<file path="src/rtl/time_set_ctrl_if.sv">
// Keypad/DIP-switch inputs and time-counter/display outputs of the time-setting sequencer.
interface time_set_ctrl_if;
   logic        set_mode;
   logic [9:0]  keypad;
   logic [23:0] cur_time;
   logic        hold;
   logic        load;
   logic [23:0] load_time;
   logic        disp_sel;
   logic [23:0] disp_time;
   logic [2:0]  cursor;
   logic        err;
   logic [5:0]  digit_blank;

   modport master (
      output set_mode, keypad, cur_time,
      input  hold, load, load_time, disp_sel, disp_time, cursor, err, digit_blank
   );

   modport slave (
      input  set_mode, keypad, cur_time,
      output hold, load, load_time, disp_sel, disp_time, cursor, err, digit_blank
   );
endinterface

</file>
<file path="src/rtl/time_set_ctrl.sv">
// Watch time-setting sequencer: keypad debounce, 24-hour BCD validation, edit buffer, commit strobe.
// Define BLINK_EN to blink the digit under the cursor; otherwise digit_blank is tied to 0.
module time_set_ctrl #(
   parameter int DEBOUNCE    = 20,
   parameter int TIMEOUT_CYC = 5000
`ifdef BLINK_EN
   , parameter int BLINK_CYC = 250
`endif
) (
   input  logic            i_clk,
   input  logic            i_rst_n,
   time_set_ctrl_if.slave  bus
);
   localparam int DEB_W = $clog2(DEBOUNCE + 1);
   localparam int TO_W  = $clog2(TIMEOUT_CYC);

   typedef enum logic [1:0] {S_IDLE, S_ENTRY, S_COMMIT, S_DONE} state_t;

   state_t             r_state, w_state_next;
   logic               r_set_prev, r_set_rise;
   logic [9:0]         r_key_prev;
   logic [DEB_W-1:0]   r_press_cnt, r_rel_cnt, w_press_next;
   logic               r_released, r_key_evt;
   logic [3:0]         r_key_digit, w_key_idx, w_limit;
   logic               w_onehot, w_digit_ok;
   logic [23:0]        r_buf, w_buf_next, r_load_time, w_load_time_next;
   logic [2:0]         r_cursor, w_cursor_next;
   logic [TO_W-1:0]    r_timeout, w_timeout_next;
   logic               r_hold, r_load, r_disp_sel, r_err, w_err_next;

   // ---------------- key decoder ----------------
   assign w_onehot = (bus.keypad != 10'd0) && ((bus.keypad & (bus.keypad - 10'd1)) == 10'd0);

   always_comb begin
      w_key_idx = 4'd0;
      for (int k = 0; k < 10; k++)
         if (bus.keypad[k]) w_key_idx = 4'(k);
   end

   assign w_press_next = (bus.keypad == r_key_prev) ? r_press_cnt + DEB_W'(1) : DEB_W'(1);

   always_ff @(posedge i_clk or negedge i_rst_n) begin
      if (!i_rst_n) begin
         r_key_prev  <= '0;
         r_press_cnt <= '0;
         r_rel_cnt   <= '0;
         r_released  <= 1'b1;
         r_key_evt   <= 1'b0;
         r_key_digit <= '0;
      end else begin
         r_key_prev <= bus.keypad;
         r_key_evt  <= 1'b0;
         if (bus.keypad == 10'd0) begin
            r_press_cnt <= '0;
            if (r_rel_cnt < DEB_W'(DEBOUNCE)) begin
               r_rel_cnt <= r_rel_cnt + DEB_W'(1);
               if (r_rel_cnt == DEB_W'(DEBOUNCE - 1)) r_released <= 1'b1;
            end
         end else begin
            r_rel_cnt <= '0;
            // Only a clean one-hot code after a qualified release can count toward a press.
            if (w_onehot && r_released) begin
               if (w_press_next == DEB_W'(DEBOUNCE)) begin
                  r_key_evt   <= 1'b1;
                  r_key_digit <= w_key_idx;
                  r_released  <= 1'b0;
                  r_press_cnt <= '0;
               end else begin
                  r_press_cnt <= w_press_next;
               end
            end else begin
               r_press_cnt <= '0;
            end
         end
      end
   end

   // ---------------- digit validation ----------------
   always_comb begin
      case (r_cursor)
         3'd0:    w_limit = 4'd2;
         3'd1:    w_limit = (r_buf[23:20] == 4'd2) ? 4'd3 : 4'd9;
         3'd2:    w_limit = 4'd5;
         3'd4:    w_limit = 4'd5;
         default: w_limit = 4'd9;
      endcase
   end

   assign w_digit_ok = (r_key_digit <= w_limit);

   // ---------------- sequencer ----------------
   always_comb begin
      w_state_next     = r_state;
      w_buf_next       = r_buf;
      w_cursor_next    = r_cursor;
      w_timeout_next   = '0;
      w_err_next       = 1'b0;
      w_load_time_next = r_load_time;
      case (r_state)
         S_IDLE: begin
            if (r_set_rise) begin
               w_state_next  = S_ENTRY;
               w_buf_next    = bus.cur_time;
               w_cursor_next = 3'd0;
            end
         end
         S_ENTRY: begin
            w_timeout_next = r_timeout + TO_W'(1);
            if (!bus.set_mode) begin
               w_state_next = S_IDLE;
            end else if (r_key_evt && w_digit_ok) begin
               for (int p = 0; p < 6; p++)
                  if (r_cursor == 3'(p)) w_buf_next[20-4*p +: 4] = r_key_digit;
               // Hours 2x: clamp a preloaded h_one above 3 so the buffer stays legal.
               if (r_cursor == 3'd0 && r_key_digit == 4'd2 && r_buf[19:16] > 4'd3)
                  w_buf_next[19:16] = 4'd3;
               w_timeout_next = '0;
               if (r_cursor == 3'd5) begin
                  w_state_next     = S_COMMIT;
                  w_load_time_next = w_buf_next;
               end else begin
                  w_cursor_next = r_cursor + 3'd1;
               end
            end else begin
               if (r_key_evt) w_err_next = 1'b1;
               if (r_timeout == TO_W'(TIMEOUT_CYC - 1)) begin
                  w_err_next   = 1'b1;
                  w_state_next = S_DONE;
               end
            end
         end
         S_COMMIT: w_state_next = S_DONE;
         S_DONE: begin
            if (!bus.set_mode) w_state_next = S_IDLE;
         end
         default: w_state_next = S_IDLE;
      endcase
   end

   always_ff @(posedge i_clk or negedge i_rst_n) begin
      if (!i_rst_n) begin
         r_state <= S_IDLE;
      end else begin
         r_state <= w_state_next;
      end
   end

   // Previous set_mode resets high so a switch already on at reset release is not an edge.
   always_ff @(posedge i_clk or negedge i_rst_n) begin
      if (!i_rst_n) begin
         r_set_prev  <= 1'b1;
         r_set_rise  <= 1'b0;
         r_buf       <= '0;
         r_cursor    <= '0;
         r_timeout   <= '0;
         r_hold      <= 1'b0;
         r_load      <= 1'b0;
         r_load_time <= '0;
         r_disp_sel  <= 1'b0;
         r_err       <= 1'b0;
      end else begin
         r_set_prev  <= bus.set_mode;
         r_set_rise  <= bus.set_mode & ~r_set_prev;
         r_buf       <= w_buf_next;
         r_cursor    <= w_cursor_next;
         r_timeout   <= w_timeout_next;
         r_hold      <= (w_state_next == S_ENTRY) || (w_state_next == S_COMMIT);
         r_disp_sel  <= (w_state_next == S_ENTRY) || (w_state_next == S_COMMIT);
         r_load      <= (w_state_next == S_COMMIT);
         r_load_time <= w_load_time_next;
         r_err       <= w_err_next;
      end
   end

`ifdef BLINK_EN
   localparam int BL_W = (BLINK_CYC > 1) ? $clog2(BLINK_CYC) : 1;

   logic [BL_W-1:0] r_blink_cnt, w_blink_cnt_next;
   logic            r_blink_phase, w_blink_phase_next;
   logic [5:0]      r_digit_blank, w_digit_blank_next;

   always_comb begin
      w_blink_cnt_next   = '0;
      w_blink_phase_next = 1'b0;
      w_digit_blank_next = '0;
      if (w_state_next == S_ENTRY) begin
         // Phase restarts unblanked on entry and on every cursor move.
         if (r_state != S_ENTRY || w_cursor_next != r_cursor) begin
            w_blink_cnt_next   = '0;
            w_blink_phase_next = 1'b0;
         end else if (r_blink_cnt == BL_W'(BLINK_CYC - 1)) begin
            w_blink_cnt_next   = '0;
            w_blink_phase_next = ~r_blink_phase;
         end else begin
            w_blink_cnt_next   = r_blink_cnt + BL_W'(1);
            w_blink_phase_next = r_blink_phase;
         end
         for (int p = 0; p < 6; p++)
            if (w_cursor_next == 3'(p)) w_digit_blank_next[5-p] = w_blink_phase_next;
      end
   end

   always_ff @(posedge i_clk or negedge i_rst_n) begin
      if (!i_rst_n) begin
         r_blink_cnt   <= '0;
         r_blink_phase <= 1'b0;
         r_digit_blank <= '0;
      end else begin
         r_blink_cnt   <= w_blink_cnt_next;
         r_blink_phase <= w_blink_phase_next;
         r_digit_blank <= w_digit_blank_next;
      end
   end

   assign bus.digit_blank = r_digit_blank;
`else
   assign bus.digit_blank = 6'd0;
`endif

   assign bus.hold      = r_hold;
   assign bus.load      = r_load;
   assign bus.load_time = r_load_time;
   assign bus.disp_sel  = r_disp_sel;
   assign bus.disp_time = r_buf;
   assign bus.cursor    = r_cursor;
   assign bus.err       = r_err;
endmodule

</file>
<file path="src/flat_wrapper.sv">
// flat-port wrapper written by rule: the top's interface ports become plain ports
module time_set_ctrl_flat 
#(
   parameter int DEBOUNCE    = 20,
   parameter int TIMEOUT_CYC = 5000

)
  (i_clk, i_rst_n, bus_set_mode, bus_keypad, bus_cur_time, bus_hold, bus_load, bus_load_time, bus_disp_sel, bus_disp_time, bus_cursor, bus_err, bus_digit_blank);
  time_set_ctrl_if bus_i ();
  input  logic i_clk;
  input  logic i_rst_n;
  input wire logic [$bits(bus_i.set_mode)-1:0] bus_set_mode;
  input wire logic [$bits(bus_i.keypad)-1:0] bus_keypad;
  input wire logic [$bits(bus_i.cur_time)-1:0] bus_cur_time;
  output wire logic [$bits(bus_i.hold)-1:0] bus_hold;
  output wire logic [$bits(bus_i.load)-1:0] bus_load;
  output wire logic [$bits(bus_i.load_time)-1:0] bus_load_time;
  output wire logic [$bits(bus_i.disp_sel)-1:0] bus_disp_sel;
  output wire logic [$bits(bus_i.disp_time)-1:0] bus_disp_time;
  output wire logic [$bits(bus_i.cursor)-1:0] bus_cursor;
  output wire logic [$bits(bus_i.err)-1:0] bus_err;
  output wire logic [$bits(bus_i.digit_blank)-1:0] bus_digit_blank;
  assign bus_i.set_mode = bus_set_mode;
  assign bus_i.keypad = bus_keypad;
  assign bus_i.cur_time = bus_cur_time;
  assign bus_hold = bus_i.hold;
  assign bus_load = bus_i.load;
  assign bus_load_time = bus_i.load_time;
  assign bus_disp_sel = bus_i.disp_sel;
  assign bus_disp_time = bus_i.disp_time;
  assign bus_cursor = bus_i.cursor;
  assign bus_err = bus_i.err;
  assign bus_digit_blank = bus_i.digit_blank;
  time_set_ctrl #(.DEBOUNCE(DEBOUNCE), .TIMEOUT_CYC(TIMEOUT_CYC)) u_core (.i_clk(i_clk), .i_rst_n(i_rst_n), .bus(bus_i));
endmodule
</file>
<file path="config.mk">
export PLATFORM = sky130hd
export DESIGN_NAME = time_set_ctrl_flat
export DESIGN_NICKNAME = d
export VERILOG_FILES = /design/src/rtl/time_set_ctrl_if.sv /design/src/rtl/time_set_ctrl.sv /design/src/flat_wrapper.sv
export SDC_FILE = /design/constraint.sdc
export NUM_CORES = 1
export LEC_CHECK = 0
export CELL_PAD_IN_SITES_DETAIL_PLACEMENT = 0
export CELL_PAD_IN_SITES_GLOBAL_PLACEMENT = 1
export CORE_MARGIN = 2
export CORE_UTILIZATION = 40
export CTS_CLUSTER_SIZE = 30
export DETAILED_ROUTE_END_ITERATION = 16
export HOLD_SLACK_MARGIN = 0.05
export PLACE_DENSITY = 0.79
export SYNTH_ARGS = -nofsm -noshare
export SYNTH_HDL_FRONTEND = slang
export SYNTH_SLANG_ARGS = --single-unit
</file>
<file path="constraint.sdc">
create_clock -name i_clk -period 3.58 [get_ports i_clk]
set_clock_uncertainty 0.1 [all_clocks]
set_input_delay 0.716 -clock i_clk [delete_from_list [all_inputs] [get_ports i_clk]]
set_output_delay 0.716 -clock i_clk [all_outputs]
set_load 0.02 [all_outputs]
</file>
* Yosys cells after proc, flatten, opt, wreduce, memory -nomap -nowiden *
Index checks and enable logic that the tools add are counted.

word-level totals
  flip-flop bits (word level) = 97
  output and inout bits = 61
  word-level logic and storage cells = 126

cells by class
  $add $sub $neg = 5
  $lt $le $gt $ge = 3
  eq/ne operators = 22
  multiplexer cells = 56
  bitwise logic cells = 4
  reduce and logical (&&, ||, !) cells = 20

operator list
  kind                     count
  $mux W24                 3
  $mux W4                  16
  $pmux W24 S2             1
  $mux W13                 3
  $mux W5                  6
  $logic_not A10 Y1        2
  $mux W1                  14
  $add A13 B1 Y13 const B  1
  $eq A13 B13 Y1 const B   1
  $mux W2                  6
  $mux W3                  4
  $pmux W4 S3              1
  $reduce_and A4 Y1        3
  $add A5 B1 Y5 const B    2
  $and A10 B10 Y10         1
  $eq A10 B10 Y1           1
  $eq A5 B5 Y1 const B     2
  $reduce_bool A10 Y1      1
  $sub A10 B1 Y10 const B  1
  $eq A4 B2 Y1 const B     2
  $ne A2 B2 Y1 const B     4
  $pmux W2 S4              1
  $eq A2 B2 Y1 const B     3
  $eq A3 B2 Y1 const B     2
  other kinds (19)         29

* Depth between registers and ports, before layout *
Gate-level depths: netlist (run 1).

  depth after elaboration = 10
  mapped depth = 16
  gate-level depth less buffers = 14

* Worst setup path after synthesis (run 1) *
Ideal clock, no wire load.

  path type = flip-flop to flip-flop
  start point = register u_core.r_cursor[1] (netlist: u_core.bus.cursor[1])
  end point = register u_core.r_load_time[16] (netlist: u_core.bus.load_time[16])
  data arrival time = 3.041 ns
  required time = 3.345 ns
  setup slack = 0.303 ns
  stages on the path, launching flop included = 17
  buffers on the path = 4
  period minus slack after synthesis = 3.277 ns
  cells stage by stage = dfrtp_1 > inv_1 > ha_1 > nand2b_1 > clkbuf_1 > nor2_1 > a31oi_1 > ha_1 > nand3_1 > o221ai_1 > a21boi_0 > clkbuf_1 > nand4_1 > clkbuf_1 > clkbuf_1 > nand2_1 > o21ai_0

between the ends
  word-level cells in the longest chain between the ends = 6

ends and longest elaborated chain
  what                                                 line                  RTL
  start: declaration                                   time_set_ctrl.sv:27   logic [2:0] r_cursor, w_cursor_next;
  start signal: assignment                             time_set_ctrl.sv:165  r_cursor <= w_cursor_next;
  $eq A3 B3 Y1 / $eq A3 B2 Y1 (equally long branches)  time_set_ctrl.sv:80   case (r_cursor)
  $reduce_or A2 Y1 (no line)                           --
  $pmux W4 S3                                          time_set_ctrl.sv:80
  $le A4 B4 Y1                                         time_set_ctrl.sv:89   assign w_digit_ok = (r_key_digit <= w_limit);
  $logic_and A1 B1 Y1                                  time_set_ctrl.sv:111  end else if (r_key_evt && w_digit_ok) begin
  $reduce_and A4 Y1 (no line)                          --
  end signal: assignment                               time_set_ctrl.sv:170  r_load_time <= w_load_time_next;
  end: declaration                                     time_set_ctrl.sv:26   logic [23:0] r_buf, w_buf_next, r_load_time, w_load_time_next;

Several ways; a longest one is shown, not always the timed one.
A chain may end at the register's enable or synchronous reset.

* Worst setup path in the final report (run 1) *
  start point = register u_core.r_cursor[0] (netlist: u_core.bus.cursor[0])
  end point = register u_core.r_hold (netlist: u_core.bus.hold)

between the ends
  word-level cells in the longest chain between the ends = 10

ends and longest elaborated chain
  what                                                 line                  RTL
  $eq A3 B3 Y1 / $eq A3 B2 Y1 (equally long branches)  time_set_ctrl.sv:80
  $reduce_or A2 Y1 (no line)                           --
  $pmux W4 S3                                          time_set_ctrl.sv:80
  $le A4 B4 Y1                                         time_set_ctrl.sv:89
  $logic_and A1 B1 Y1                                  time_set_ctrl.sv:111
  $mux W2 (*)                                          time_set_ctrl.sv:111
  $mux W2 (*)                                          time_set_ctrl.sv:109  if (!bus.set_mode) begin
  $pmux W2 S4 (*)                                      time_set_ctrl.sv:99   case (r_state)
  $eq A2 B1 Y1 / $eq A2 B2 Y1 (equally long branches)  time_set_ctrl.sv:167  r_hold <= (w_state_next == S_ENTRY) || (w_state_next == S_COMMIT);
  $logic_or A1 B1 Y1 (*)                               time_set_ctrl.sv:167
  end signal: assignment                               time_set_ctrl.sv:167
  end: declaration                                     time_set_ctrl.sv:29   logic r_hold, r_load, r_disp_sel, r_err, w_err_next;

Every way passes the cells marked *; elsewhere a longest branch is shown, timed or not.

==> results by stage, run 1 <==
Synth:
- The synthesized netlist cell count is 470.
- The mean post-synth cell area is 10.24 µm².
- After synthesis, the largest family of logic cells by area is compound AO/OA/AOI/OAI gates.
- Yosys mapped a number of flops with a built-in enable equal to 0.
- In this run, distinct cell masters in the synthesized netlist total 52.
- In the synthesized netlist the async set-or-reset flop fraction comes to 100.0%.
- After Yosys synthesis, full adders, half adders and majority gates account for 4.055% of the synthesized area.
- In this run the cell area of the synthesized design comes to 4813 µm².
- For this run, the register share of the synthesized area comes to 50.48%.
- For this run, the leading register cell type out of synthesis is sky130_fd_sc_hd__dfrtp_1.
- The synthesized design contains 97 register bits.
- The XOR/XNOR share of the synthesized area is 4.913%.
- Summing the areas of all compound-gate instances in the mapped netlist gives 16.09% of the synthesized area.
- Yosys printed 0 warnings.
- Summing the areas of all and, or, nand and nor instances in the mapped netlist gives 14.61% of the synthesized area.
- The multiplexer share of the synthesized area is 5.797%.

Drt:
- The routed design has 11.96 mm of wire.
- Dividing the detail-routed wire length by the instance count gives 16.79 µm.
- The overall via count from detail_route is 3765.
- Before antenna repair, the detailed router went through 4 iterations.
- The via-per-instance ratio is 5.288.
- The number of design rule violations left after detail routing is 0.
- The number of routed nets with antenna violations is 0.
- The first-iteration detailed-routing DRC count is 185.

Global route:
- The maximum number of pins on one net before global-route repair is 56.
- The first global-routing pass estimated 19.82 mm of wire.
- In the global route stage, overall resource usage came out at 19.51%.
- The total grt overflow is 0.
- The initial antenna violation count was 0.
- The via count of the first global-routing pass is 3867.

CTS:
- TritonCTS built the clock tree.
- The H-tree was split into 3 levels.
- The setup fix buffers added after clock tree synthesis is 0.
- The total clock sinks is 97.
- The maximum count of clock buffers along a single path is 2.
- The buffer type at the clock tree root is sky130_fd_sc_hd__clkbuf_16.
- The clock slew at the register clock pins of the worst setup and hold paths is 0.07 ns.
- In this run, CTS created clock tree buffers numbering 9.
- The worst-skew pair later-pin latency is 0.34 ns.

Cells and area:
- The final-stage net count is 611.
- The relative area change from synthesis to final layout is 29.66%.
- The share of layout cells above drive strength 1 is 10.97%.
- The antenna cell count is 0.

Placement:
- The number of buffers inserted by port buffering is 91.
- The weighted congestion at the end of routability-driven global placement is 0.8534.
- Once detailed placement completed, the half-perimeter wirelength came to 8.707 mm.
- Timing analysis after detailed placement gives a worst setup slack of 0.03205 ns.

Floorplan:
- The core area is 11860 µm².
- In this run the core area contains 40 standard-cell rows.
- The die outline area is 12930 µm².
- The die extent in y is 113.7 µm.
- Pin placement for this block handled 98 I/O pins.
- Once the floorplan was initialized, standard cells occupied 40.58% of the core.
- The width of the die is 113.7 µm.

STA:
- The total negative slack is 0 ns.
- The part of the cycle the worst path needs is 93.52%.
- The total setup violations reported at the end of the flow is 0.
- Setup repair after global routing left no endpoint under its margin.
- The worst path meets setup with 0.2320 ns of slack.
- The transition time of the tightest slew-check pin is 0.7069 ns.
- The final hold violation count is 0.
- Headroom to the max-slew limit came out at 52.87%.
- The minimum period implied by the final worst setup slack is 3.348 ns.
- The max-slew violation total from the final report came to 0.
- Timing would allow up to 298.7 MHz.

Worst hold path:
- The class of the worst hold path is in2async.

Job:
- The tool flagged a number of max-cap violations equal to 0.

Pwr:
- Dividing total power by cell area gives a power density of 551.8 nW/µm².
- Across the VDD grid, the largest voltage drop is 0.0002496 V.
- Summed over all cells, the static leakage comes to 0.002712 µW.

Setup path:
- The kind of critical path is reg2reg.
- The data arrival time of the critical path is 3.49 ns.
- Data on the critical path is required at its endpoint by 3.72 ns.
- STA classifies the critical path startpoint as a flip-flop.
- For the worst flop-to-flop path, the logic depth is 15.
- The worst register-to-register path has a setup slack of 0.23 ns.
- The source of the worst register-to-register timing path is u_core.bus.cursor[0]$_DFFE_PN0P_.
- Of all nets on the critical path, the largest fanout is 11.
- The worst setup path is captured at a flip-flop.
- The worst register-to-register path ends at u_core.bus.hold$_DFF_PN0_.

Outcome:
- The flow ran to the end, and the final reports show no timing, DRC or antenna violations.
## repair_timing
| item | CTS | global route |
|---|---|---|
| gates cloned | 0 | 0 |
| hold endpoints to repair | 0 | 0 |
| resized for setup | 1 | 1 |
| hold buffers | 0 | 0 |
| endpoints found under the setup margin | 5 | 2 |
## final cells by class
class / count / area, µm²
Clock buffer: 9 / 225.2
Clock inverter: 7 / 118.9
Fill cell: 1062 / 5620
Inverter: 15 / 56.30
Multi-Input combinational cell: 336 / 2218
Sequential cell: 97 / 2430
Tap cell: 147 / 183.9
Timing Repair Buffer: 101 / 1008
## cells in the mapped netlist, drive strengths merged (3+ instances only)
library cell | instances | area [µm²]
inv | 15 | 56.30
and3 | 5 | 31.28
o211ai | 4 | 30.03
xor2 | 10 | 87.58
nor4 | 4 | 25.02
or2 | 4 | 25.03
clkbuf | 18 | 67.56
nand4 | 5 | 37.53
xnor2 | 17 | 148.9
nor3 | 4 | 20.02
o22ai | 7 | 43.79
dfrtp | 95 | 2377
mux2 | 14 | 168.9
a211oi | 5 | 37.54
a21boi | 7 | 52.55
nand2b | 3 | 18.77
a21o | 5 | 37.54
a21bo | 9 | 90.09
a31oi | 7 | 43.79
nand3 | 19 | 95.09
ha | 14 | 175.2
nor2 | 43 | 161.4
nor2b | 3 | 18.77
a2bb2oi | 7 | 61.31
nand2 | 43 | 161.4
a21oi | 12 | 60.06
o22a | 5 | 43.79
or3 | 3 | 18.77
buf | 9 | 67.56
o21bai | 6 | 45.04
o21ai | 38 | 190.2
mux2i | 11 | 110.1
## power by group
part | total [µW] | internal, µW | switching, µW | leakage, µW
Clock | 1120 | 683 | 435 | 0.000162
Sequential | 1380 | 1250 | 135 | 0.00124
Combinational | 946 | 470 | 476 | 0.00131
Total | 3440 | 2400 | 1050 | 0.00271
## routing by layer
metal  up-vias  track usage (%)  routed length [µm]
met5         -                0                   0
met4         0            6.341                 226
met3        15            3.348                 531
met2        90            31.62                5787
met1      1840            26.84                5412
li1       1820                -                   -
## how the worst max path moves through the flow
stage,from,to,cells after the start
6_report,u_core.bus.cursor[0]$_DFFE_PN0P_,u_core.bus.hold$_DFF_PN0_,15
5_1_grt,u_core.bus.cursor[0]$_DFFE_PN0P_,u_core.bus.disp_time[9]$_DFFE_PN0P_,13
4_1_cts,u_core.bus.cursor[0]$_DFFE_PN0P_,u_core.bus.disp_time[12]$_DFFE_PN0P_,13
3_5_place_dp,u_core.bus.cursor[0]$_DFFE_PN0P_,u_core.bus.disp_time[4]$_DFFE_PN0P_,13
3_3_place_gp,bus_keypad[4],u_core.r_key_digit[0]$_DFFE_PN0P_,7
2_1_floorplan,u_core.bus.cursor[1]$_DFFE_PN0P_,u_core.bus.load_time[16]$_DFFE_PN0P_,16
## placed cells by master, fill, tap and decap left out, types with 9 or more instances in the layout
cell / Yosys / layout
sky130_fd_sc_hd__mux2_2: 11 / 11
sky130_fd_sc_hd__xnor2_1: 17 / 17
sky130_fd_sc_hd__inv_1: 15 / 15
sky130_fd_sc_hd__nand3_1: 19 / 19
sky130_fd_sc_hd__o21ai_0: 38 / 38
sky130_fd_sc_hd__a21bo_2: 9 / 9
sky130_fd_sc_hd__a21oi_1: 12 / 11
sky130_fd_sc_hd__clkdlybuf4s50_1: 0 / 90
sky130_fd_sc_hd__ha_1: 14 / 14
sky130_fd_sc_hd__xor2_1: 10 / 10
sky130_fd_sc_hd__clkbuf_16: 0 / 9
sky130_fd_sc_hd__buf_4: 7 / 9
sky130_fd_sc_hd__dfrtp_1: 95 / 95
sky130_fd_sc_hd__mux2i_1: 11 / 11
sky130_fd_sc_hd__nor2_1: 43 / 43
sky130_fd_sc_hd__nand2_1: 43 / 43
## logic make-up after synthesis
logic type               count (synthesis)
multiplexers                            25
adder cells (fa/ha/maj)                 16
buffers and inverters                   42
other                                    1
AND/OR/NAND/NOR                        145
flip-flops                              97
XOR/XNOR                                27
AO/OA/AOI/OAI                          117
## state kept, by name, indices dropped and copies added, names as in the netlist, 3 cells and up
name	flops
u_core.bus.cursor	3
u_core.r_key_digit	4
u_core.bus.load_time	24
u_core.r_timeout	13
u_core.bus.disp_time	24
u_core.r_rel_cnt	5
u_core.r_key_prev	10
u_core.r_press_cnt	5
## critical path, stage by stage, from the launching register on
cell	delay, ns
sky130_fd_sc_hd__dfrtp_1	0.44
sky130_fd_sc_hd__inv_1	0.11
sky130_fd_sc_hd__ha_1	0.24
sky130_fd_sc_hd__nor2b_1	0.17
sky130_fd_sc_hd__a21oi_1	0.22
sky130_fd_sc_hd__a31oi_1	0.13
sky130_fd_sc_hd__ha_1	0.33
sky130_fd_sc_hd__nand3_1	0.09
sky130_fd_sc_hd__o221ai_1	0.21
sky130_fd_sc_hd__a21boi_0	0.12
sky130_fd_sc_hd__buf_4	0.19
sky130_fd_sc_hd__or2_2	0.30
sky130_fd_sc_hd__a31oi_1	0.22
sky130_fd_sc_hd__a21oi_1	0.07
sky130_fd_sc_hd__ha_1	0.28
sky130_fd_sc_hd__inv_1	0.03
## through the flow
step                util [%]  instance area (µm²)  instances  hold WS (ns)  total power (µW)
finish                 52.62                 6241        712        0.3183              3444
global placement       49.67                 5892        696        0.3463              2330
floorplan                  -                 4832        475        0.3204              1902
CTS                    52.61                 6240        712        0.3486              3471
global route           52.62                 6241        712        0.3894              3611
detailed placement     49.67                 5892        696        0.3591              2352
(Power assumes the default switching activity.)
==> run 2, diff against run 1 <==
- PLACE_DENSITY: 0.79 -> default
- PLACE_DENSITY_LB_ADDON: default -> 0.1
==> run 2 against run 1 <==
Highest routed layer unchanged. Die area did not move. Flip-flop and latch count did not move. Routed wire length fell by 2.4%. Register-to-register slack improved by 0.05 ns. Non-clock buffer count rose by 1. Critical path type unchanged. Sequential share of layout area rose by 0.24 points.
==> results by stage, run 2 (synthesis gave the netlist of run 1 again) <==
Drt:
- The first-iteration detailed-routing DRC count is 149 (-19%).
- The overall via count from detail_route was 3719 (-1.2%).
- The number of routed nets with antenna violations is 0 (unchanged).
- The via-per-instance ratio is 5.216 (-1.4%).
- The number of design rule violations left after detail routing came to 0 (unchanged).
- The count of TritonRoute iterations in the first routing pass is 4 (unchanged).
- The final wirelength is 11.67 mm (-2.4%).
- The detail-routed net length per standard cell came to 16.36 µm (-2.6%).

STA:
- The total negative slack is 0 ns (unchanged).
- The minimum period implied by the final worst setup slack is 3.301 ns (-0.04668 ns).
- The worst slew margin relative to its limit is 53.04% (+0.17 points).
- The final hold violation count is 0 (unchanged).
- The part of the cycle the worst path needs is 92.22% (-1.3 points).
- The maximum clock frequency is 302.9 MHz (+1.4%).
- Setup repair after global routing left no endpoint under its margin.
- The total setup violations reported at the end of the flow came to 0 (unchanged).
- The max-slew violation total from the final report is 0 (unchanged).
- The transition time of the tightest slew-check pin was 0.7012 ns (-0.005775 ns).

CTS:
- The number of levels in the clock H-tree is 3 (unchanged).
- The root buffer cell chosen for the clock tree is sky130_fd_sc_hd__clkbuf_16.
- The maximum count of clock buffers along a single path was 2 (unchanged).
- The setup fix buffers added after clock tree synthesis is 0 (unchanged).
- The worst-skew pair later-pin latency is 0.35 ns (about the same).
- The total clock sinks came to 97 (unchanged).
- TritonCTS built the clock tree.
- The total clock buffers created by CTS is 9 (unchanged).
- The clock slew at the register clock pins of the worst setup and hold paths came to 0.07 ns (about the same).

Worst hold path:
- The class of the worst hold path is in2async.

Cells and area:
- The area growth from synthesis to layout is 28.88%.
- The end-of-flow core utilization was 52.30% (-0.32 points).
- The post-layout instance count excluding filler cells is 713 (+0.14%).
- The register area was 2430 µm² (unchanged).
- The library cell used most frequently in the layout, excluding fill and tap cells, is sky130_fd_sc_hd__dfrtp_1.
- The final-stage net count is 612 (+0.16%).
- The fill cell instance count of the final layout is 1077 (+1.4%).
- The share of layout cells above drive strength 1 is 10.60% (-0.37 points).
- The area taken by multi-input logic gates came to 2217 µm² (about the same).
- The antenna cell count came to 0 (unchanged).
- The top cell types in the final layout, fill and taps aside, are sky130_fd_sc_hd__dfrtp_1, sky130_fd_sc_hd__clkdlybuf4s50_1, sky130_fd_sc_hd__nand2_1, sky130_fd_sc_hd__nor2_1, sky130_fd_sc_hd__o21ai_0.

Floorplan:
- The die extent in y is 113.7 µm (unchanged).
- The core area is 11860 µm² (unchanged).
- The row count is 40 (unchanged).
- The number of top-level pins is 98 (unchanged).
- The die outline area is 12930 µm² (unchanged).
- The starting density of the core is 40.58% (unchanged).
- The width of the die is 113.7 µm (unchanged).

Job:
- The number of maximum-capacitance constraint violations is 0 (unchanged).

Global route:
- The maximum number of pins on one net before global-route repair is 54 (-3.6%).
- The total grt overflow is 0 (unchanged).
- The total global routing track utilization is 19.08% (-0.44 points).
- The via count of the first global-routing pass is 3736 (-3.4%).
- The initial antenna violation count came to 0 (unchanged).
- The first-pass GRT wire length is 19.24 mm (-2.9%).

Placement:
- The number of buffers inserted by port buffering is 91 (unchanged).
- The number of placed instances with taps included is 697 (+0.14%).
- The weighted congestion at the end of routability-driven global placement was 0.7815 (-8.4%).
- The placed wire-length estimate is 8.421 mm (-3.3%).

Setup path:
- The kind of end point of the critical path is a flip-flop.
- By instance count, the cell type seen most on the critical path is sky130_fd_sc_hd__ha_1.
- By startpoint and endpoint, the worst setup path is classified as reg2reg.
- Grouping stages by cell kind, the critical path spends the most delay in compound AO/OA/AOI/OAI gates.
- The data arrival time of the critical path is 3.45 ns (-0.04 ns).
- The total buffers and inverters traversed by the critical path is 3 (unchanged).
- The library cell contributing the largest single delay on the critical path is sky130_fd_sc_hd__dfrtp_1.
- The required time reported for the critical path endpoint is 3.73 ns (about the same).
- The delay of the slowest critical-path stage is 0.44 ns (about the same).
- The peak fanout along the critical path was 11 (unchanged).
- Walking the worst path, the cells encountered are inv_1, ha_1, nor2b_1, a21oi_2, a31oi_1, ha_1, nand3_1, o221ai_1, a21boi_0, buf_4, or2_2, a31oi_1, a21oi_1, ha_1, inv_1.
- The critical path startpoint category is a flip-flop.

Pwr:
- The static leakage came to 0.002707 µW (-0.17%).
- The power density over the cells is 532.5 nW/µm² (-3.5%).
- The maximum ir drop on the vdd rail is 0.0002284 V (-8.5%).
- The total design power is 3303 µW (-4.1%).

Outcome:
- The flow ran to the end, and the final reports show no timing, DRC or antenna violations.
[run 2: cell types whose count changed in the layout (fill, tap and decap cells not counted), sizes merged]
cell      change
clkbuf        +4
bufinv        -2
clkinvlp      -2
buf           +1
[run 2: layout make-up]
cell class | instances | area share [%]
clock buffer | 13 | 4.195
clock inverter | 3 | 0.6454
tap | 147 | 2.965
sequential | 97 | 39.17
multi-input combinational | 336 | 35.74
inverter | 15 | 0.9076
timing repair buffer | 102 | 16.38
[run 2: timing repair]
action,in CTS,in global routing
endpoints found under the hold margin,0,0
hold buffers,0,0
endpoints found under the setup margin,0,10
gates resized for setup,0,3
[run 2: routing by layer]
layer	routed length [µm]	up-vias	global-route usage, %
met4	150	0	6.829
met3	434	11	3.294
met2	5537	76	30.78
met1	5544	1814	26.08
li1	-	1818	-
met5	0	-	0
[run 2: final timing paths]
path	startpoint	end	slack (ns)	cells after the start
worst max-delay path	u_core.bus.cursor[0]$_DFFE_PN0P_	u_core.bus.hold$_DFF_PN0_	0.28	15
worst min-delay path	i_rst_n	u_core.r_timeout[12]$_DFF_PN0_	0.25	1
worst max register to register	u_core.bus.cursor[0]$_DFFE_PN0P_	u_core.bus.hold$_DFF_PN0_	0.28	15
worst min register to register	u_core.r_set_prev$_DFF_PN1_	u_core.r_set_rise$_DFF_PN0_	0.38	1
max in group asynchronous	i_rst_n	u_core.r_set_prev$_DFF_PN1_	2.41	2
min in group i_clk	u_core.r_set_prev$_DFF_PN1_	u_core.r_set_rise$_DFF_PN0_	0.38	1
[run 2: through the flow]
step	instance area (µm²)	setup WS (ns)	hold WS, ns
after floorplan	4832	0.3034	0.3204
after global placement	5899	0.2806	0.3462
after detailed placement	5899	0.2196	0.3552
after CTS	6200	0.1990	0.2780
after global routing	6203	0.07282	0.3032
final	6203	0.2787	0.2506
[run 2: power by group]
part           switching, µW  internal [µW]
registers                134           1250
logic                    464            475
clock network            406            578
total                   1000           2300
==> run 3, diff against run 2 <==
- SLEW_MARGIN: default -> 30
==> results of run 3 <==
No change in the layout: final DEF, timing and power equal those of run 2.
